`src/rtl/counter_pkg.sv`:
```
// counter_pkg -- shared definitions for the modulus binary counter.
//   CNT_WIDTH_DEFAULT : default counter/data width
//   LIMIT_RST_ONES    : all-ones source for the limit register reset value
//                       (sliced to WIDTH by the user)
//   cnt_dir_e         : count direction, matches the up_down pin encoding
package counter_pkg;

    localparam int unsigned CNT_WIDTH_DEFAULT = 4;

    localparam logic [31:0] LIMIT_RST_ONES = 32'hFFFF_FFFF;

    typedef enum logic {
        CNT_DOWN = 1'b0,
        CNT_UP   = 1'b1
    } cnt_dir_e;

endpackage

```
`src/rtl/counter_limit_reg.sv`:
```
// counter_limit_reg -- holds the modulus limit (highest count value).
//   clk, rst      : clock, async active-high reset (limit -> all ones)
//   limit_we_i    : write strobe
//   limit_in_i    : new limit value
//   limit_o       : registered limit
//   limit_eff_o   : limit in force for the current edge; a write takes
//                   effect for bound checks on the same edge it lands
module counter_limit_reg
    import counter_pkg::*;
#(
    parameter int unsigned WIDTH = CNT_WIDTH_DEFAULT
) (
    input  logic             clk,
    input  logic             rst,
    input  logic             limit_we_i,
    input  logic [WIDTH-1:0] limit_in_i,
    output logic [WIDTH-1:0] limit_o,
    output logic [WIDTH-1:0] limit_eff_o
);

    logic [WIDTH-1:0] limit_q;
    logic [WIDTH-1:0] limit_d;

    // The next-state value is exactly the effective limit for this edge.
    assign limit_d     = limit_we_i ? limit_in_i : limit_q;
    assign limit_o     = limit_q;
    assign limit_eff_o = limit_d;

    always_ff @(posedge clk or posedge rst) begin
        if (rst) begin
            limit_q <= LIMIT_RST_ONES[WIDTH-1:0];
        end else begin
            limit_q <= limit_d;
        end
    end

endmodule

```
`src/rtl/counter_binary_mod.sv`:
```
// counter_binary_mod -- up/down counter over 0..limit with programmable
// modulus, clear, clamped preset, wrap pulse and sticky overflow flag.
//   clk, rst     : clock, async active-high reset
//   en           : count enable (clear/preset/limit_we are not gated)
//   clear        : sync clear (highest priority)
//   preset/d_in  : sync load, clamped to the effective limit
//   up_down      : 1 = up, 0 = down
//   limit_we/limit_in : modulus limit write
//   sat_mode     : 1 = saturate at bounds (only with COUNTER_SAT_EN)
//   ovf_clr      : clears ovf_sticky (a same-edge set wins)
//   d_out        : count value
//   tc           : combinational terminal count
//   wrap         : one-cycle pulse after a wrap/saturation edge
//   ovf_sticky   : sticky record of wrap/saturation events
// Build option: define COUNTER_SAT_EN to add the sat_mode port and
// saturating behaviour; otherwise the counter always wraps.
module counter_binary_mod
    import counter_pkg::*;
#(
    parameter int unsigned      WIDTH     = CNT_WIDTH_DEFAULT,
    parameter logic [WIDTH-1:0] RESET_VAL = '0
) (
    input  logic             clk,
    input  logic             rst,
    input  logic             en,
    input  logic             clear,
    input  logic             preset,
    input  logic             up_down,
    input  logic [WIDTH-1:0] d_in,
    input  logic             limit_we,
    input  logic [WIDTH-1:0] limit_in,
`ifdef COUNTER_SAT_EN
    input  logic             sat_mode,
`endif
    input  logic             ovf_clr,
    output logic [WIDTH-1:0] d_out,
    output logic             tc,
    output logic             wrap,
    output logic             ovf_sticky
);

    localparam logic [WIDTH-1:0] ONE = {{(WIDTH-1){1'b0}}, 1'b1};

    logic [WIDTH-1:0] cnt_q, cnt_d;
    logic             wrap_q, wrap_d;
    logic             ovf_q, ovf_d;
    logic [WIDTH-1:0] limit;
    logic [WIDTH-1:0] limit_eff;
    logic             sat_on;
    cnt_dir_e         dir;

    counter_limit_reg #(
        .WIDTH (WIDTH)
    ) u_limit (
        .clk         (clk),
        .rst         (rst),
        .limit_we_i  (limit_we),
        .limit_in_i  (limit_in),
        .limit_o     (limit),
        .limit_eff_o (limit_eff)
    );

`ifdef COUNTER_SAT_EN
    assign sat_on = sat_mode;
`else
    assign sat_on = 1'b0;
`endif

    assign dir = cnt_dir_e'(up_down);

    always_comb begin
        cnt_d  = cnt_q;
        wrap_d = 1'b0;
        if (clear) begin
            cnt_d = '0;
        end else if (preset) begin
            cnt_d = (d_in > limit_eff) ? limit_eff : d_in;
        end else begin
            if (en) begin
                if (dir == CNT_UP) begin
                    if (cnt_q == limit_eff) begin
                        wrap_d = 1'b1;
                        cnt_d  = sat_on ? cnt_q : '0;
                    end else begin
                        cnt_d = cnt_q + ONE;
                    end
                end else begin
                    if (cnt_q == '0) begin
                        wrap_d = 1'b1;
                        cnt_d  = sat_on ? cnt_q : limit_eff;
                    end else begin
                        cnt_d = cnt_q - ONE;
                    end
                end
            end
            // Shrinking the limit below the count pulls the count down to
            // the new limit; that is a correction, not a wrap event.
            if (limit_we && (cnt_d > limit_in)) begin
                cnt_d  = limit_in;
                wrap_d = 1'b0;
            end
        end
    end

    // Set has priority over clear so a same-edge event is never lost.
    assign ovf_d = wrap_d | (ovf_q & ~ovf_clr);

    always_ff @(posedge clk or posedge rst) begin
        if (rst) begin
            cnt_q  <= RESET_VAL;
            wrap_q <= 1'b0;
            ovf_q  <= 1'b0;
        end else begin
            cnt_q  <= cnt_d;
            wrap_q <= wrap_d;
            ovf_q  <= ovf_d;
        end
    end

    assign d_out      = cnt_q;
    assign wrap       = wrap_q;
    assign ovf_sticky = ovf_q;
    assign tc         = ((dir == CNT_UP)   && (cnt_q == limit)) ||
                        ((dir == CNT_DOWN) && (cnt_q == '0));

endmodule
```
`config.mk`:
```
export PLATFORM = sky130hd
export DESIGN_NAME = counter_binary_mod
export DESIGN_NICKNAME = d
export VERILOG_FILES = /design/src/rtl/counter_pkg.sv /design/src/rtl/counter_limit_reg.sv /design/src/rtl/counter_binary_mod.sv
export SDC_FILE = /design/constraint.sdc
export NUM_CORES = 1
export LEC_CHECK = 0
export CAP_MARGIN = 10
export CORE_MARGIN = 2
export CORE_UTILIZATION = 55
export DETAILED_ROUTE_END_ITERATION = 10
export PLACE_DENSITY = 0.83
export SKIP_LAST_GASP = 1
export SLEW_MARGIN = 0
export SYNTH_ARGS = -nofsm -noshare
export SYNTH_HDL_FRONTEND = slang
export SYNTH_SLANG_ARGS = --single-unit
```
`constraint.sdc`:
```
create_clock -name clk -period 6.68 [get_ports clk]
set_input_delay 2.004 -clock clk [delete_from_list [all_inputs] [get_ports clk]]
set_output_delay 2.004 -clock clk [all_outputs]
set_load 0.02 [all_outputs]
```
==> parameters.txt <==
Parameter                              Value

Setup path
  Longest individual stage delay on the worst path ... 590 ps
  Sequence of cells on the critical path ... clkdlybuf4s50_1 > nor4b_2 > a31o_2 > clkdlybuf4s50_1
  Crit-path leading delay family ... buffers and inverters
  Critical Path Fanout Max ... 11
  WS Path Type ... in2out
  Most common cell type on the critical path ... clkdlybuf4s50_1
  Type of destination of the critical path ... output port
  Setup crit start kind ... input pin
  Library cell contributing the largest single delay on the critical path ... clkdlybuf4s50_1
  Critical path buffer and inverter count ... 2
  Required time at the worst-slack endpoint ... 4680 ps
  Critical path data arrival time ... 3820 ps

Cells and area
  Growth of design area from synthesis to finish ... 22.37%
  Post-route core utilization ... 70.49%
  Diodes inserted ... 0
  Total Nets Final ... 170
  Layout cell share with drive strength beyond 1 ... 15.38%

Synthesis
  Cell count after synthesis ... 122
  Async set or reset register ratio after synthesis ... 100.0%
  Synth cell types ... 43
  Net count after synthesis ... 148
  Total of flip-flops plus latches after synthesis ... 10
  Avg Inst Size Synth ... 9.169 um^2
  Sequential area share after synthesis ... 22.82%
  Count of flip-flops with a built-in enable after synthesis ... 0
  Mapped cell area ... 1119 um^2
  Yosys Warn Count ... 0
  Ys flop type ... dfrtp_1

STA
  TNS Setup ... 0 ps
  Final min period ... 5821 ps
  Largest clock skew in the final design ... 3.770 ps
  Normalized max-slew margin ... 63.41%
  Setup violators final ... 0
  Max-slew violation count ... 0
  Slew at the pin closest to its max-slew limit ... 547.1 ps
  Period utilisation layout ... 87.15%
  RSZ-0062 raised after global routing ... no
  Peak clock frequency supported by timing ... 171.8 MHz
  Final Hold Fails ... 0

Route
  Number of routed nets with antenna violations ... 0
  Routed via count ... 1,049
  Average wire per standard cell ... 16.28 um
  Number of remaining DRC errors ... 0
  Detailed-route wire length ... 2.767 mm
  Total iterations of the first detailed-routing run ... 4
  Number of DRC violations after detailed-routing iteration 0 ... 26
  Detail-routed via count per cell ... 6.171

Clock tree
  Clock transition at the register clock pins on the worst setup and hold paths after CTS ... 80 ps
  Number of setup buffers added after CTS ... 0
  Source-to-sink clock delay at the later pin of the worst-skew pair ... 280 ps
  Hold bufs inserted after CTS ... 0
  CTS tree ... built
  Maximum number of buffers from clock root to sink ... 2
  Maximum level of the CTS H-tree ... 1
  Number of buffers added by the clock tree synthesis step ... 3
  # resized after CTS ... 0
  Clock sink count ... 10
  Buffer type at the clock tree root ... clkbuf_4

Die
  Area inside the core boundary ... 1942 um^2
  Initial core utilization ... 57.60%
  Die Footprint ... 2410 um^2
  Die height ... 49.10 um
  I/O pin count ... 23
  Number of placement rows ... 16
  Chip width ... 49.10 um

Flow run
  Number of maximum-capacitance constraint violations ... 0

Pwr
  Portion of total power attributed to the clock network ... 17.9%
  Sequential Power Share ... 30.3%
  Power per standard cell area ... 200.0 nW/um^2
  Static Leak ... 0.0005858 uW
  Net switching fraction of the power ... 41.61%
  Max rail drop VDD ... 185.3 uV
  Part of the total power dissipated in combinational logic ... 51.8%
  NetSw ... 113.9 uW
  Power Internal ... 159.9 uW

Global route
  Antenna violations before repair ... 0
  Vias in the first global route ... 1,097
  Total routing resource utilization after global routing ... 26.74%
  Overflow after GRT ... 0
  First-pass GRT wire length ... 5.037 mm
  Largest net degree at the start of global routing ... 12

Placed design
  Final RePlAce weighted congestion ... 0.8599
  Count of input and output buffers ... 22
  HPWL Detailed ... 2.204 mm

Outcome
  Status ... finished, final reports clean

Worst hold path
  Class of the worst hold path ... reg2reg
==> cells by family (layout without fill, tap and decap cells) <==
logic type,count (synthesis),after routing,share of synthesized area (%)
DFF,10,10,22.82
and+or+nand+nor,31,31,15.88
muxes,6,6,10.07
adders and majority gates,10,10,11.19
buffers and inverters,21,42,8.278
xor gates and xnor gates,8,8,6.936
AOI/OAI and AO/OA,36,36,24.83
==> tightest hold or removal path: stages (launching register included) <==
cell and delay, ps:
dfrtp_1 350, nand2b_1 60, o41ai_1 60
==> final timing paths <==
| path | startpoint | to | slack [ps] | cells after the start |
|---|---|---|---|---|
| min reg2reg | ovf_sticky$_DFF_PP0_ | ovf_sticky$_DFF_PP0_ | 510 | 2 |
| max | up_down | tc | 860 | 4 |
| min | ovf_sticky$_DFF_PP0_ | ovf_sticky$_DFF_PP0_ | 510 | 2 |
| min in group asynchronous | rst | wrap$_DFF_PP0_ | 2000 | 2 |
| max in group asynchronous | rst | u_limit.limit_o[1]$_DFF_PP1_ | 4350 | 2 |
| max reg2reg | d_out[0]$_DFF_PP0_ | ovf_sticky$_DFF_PP0_ | 3290 | 13 |
==> state kept, by name, indices dropped and copies added (netlist names) <==
register	count
d_out	4
u_limit.limit_o	4
wrap	1
ovf_sticky	1
==> power by group through the flow <==
stage,registers (uW),logic (uW),clock network [uW]
floorplan,82.4,98.0,0
global placement,83.5,134,0
detailed placement,84.0,138,0
CTS,82.9,140,48.4
global route,84.6,156,50.3
finish,82.9,142,49.1
==> per-stage QoR <==
stage               hold slack [ps]  area, um^2  worst slack, ps  instances  power (uW)
global placement              467.0        1343            939.8        166       217.3
finish                        511.1        1369            858.7        170       273.8
floorplan                     586.2        1119             2109        122       180.4
global route                  573.7        1369            744.3        170       291.0
CTS                           504.2        1369            862.6        170       271.5
detailed placement            485.4        1343            876.9        166       222.3
==> cell type report <==
type,instances,area (um^2)
Multi-Input combinational cell,91,770.7
Sequential cell,10,255.2
Fill cell,163,573.1
Clock buffer,4,26.28
Tap cell,27,33.78
Timing Repair Buffer,22,220.2
Inverter,16,62.56
==> Yosys cell counts, types with 3 or more instances <==
library cell  number  area share [%]
inv_1             15             5.0
ha_1              10              11
a211oi_1           9             6.0
nor2_1             7             2.3
dfrtp_1            6              13
nand2_1            6             2.0
o21ai_0            5             2.2
a21oi_1            4             1.8
dfstp_2            4             9.4
mux2i_4            4             8.1
xnor2_1            4             3.1
a21o_1             3             2.0
clkbuf_1           3             1.0
nand4_1            3             1.7
nor2b_1            3             1.7
xor2_1             3             2.3
==> cell usage in the layout, fill, tap and decap left out, types with 2 or more instances in the layout <==
cell type / netlist / final
a41oi_1: 2 / 2
mux2i_4: 4 / 4
a31o_2: 2 / 2
nand4_1: 3 / 3
a21oi_1: 4 / 4
a21o_1: 3 / 3
dfrtp_1: 6 / 6
a211oi_1: 9 / 9
nor4_1: 2 / 2
o21ai_0: 5 / 5
clkdlybuf4s50_1: 0 / 22
inv_1: 15 / 15
ha_1: 10 / 10
dfstp_2: 4 / 4
xor2_1: 3 / 3
and2_1: 2 / 2
nand2_1: 6 / 6
mux2_2: 2 / 2
clkbuf_4: 0 / 3
xnor2_1: 4 / 4
nor2b_1: 3 / 3
o41ai_1: 2 / 2
nor2_1: 7 / 7
==> per-layer routing <==
metal  vias to the layer above  track usage (%)  routed length (um)
met4                         0            11.90                  70
met1                       490            33.20                1127
met2                        56            45.50                1371
met5                         -                0                   0
li1                        494                -                   -
met3                         9            3.988                 198
No activity file was read; power rests on OpenSTA's default activity.
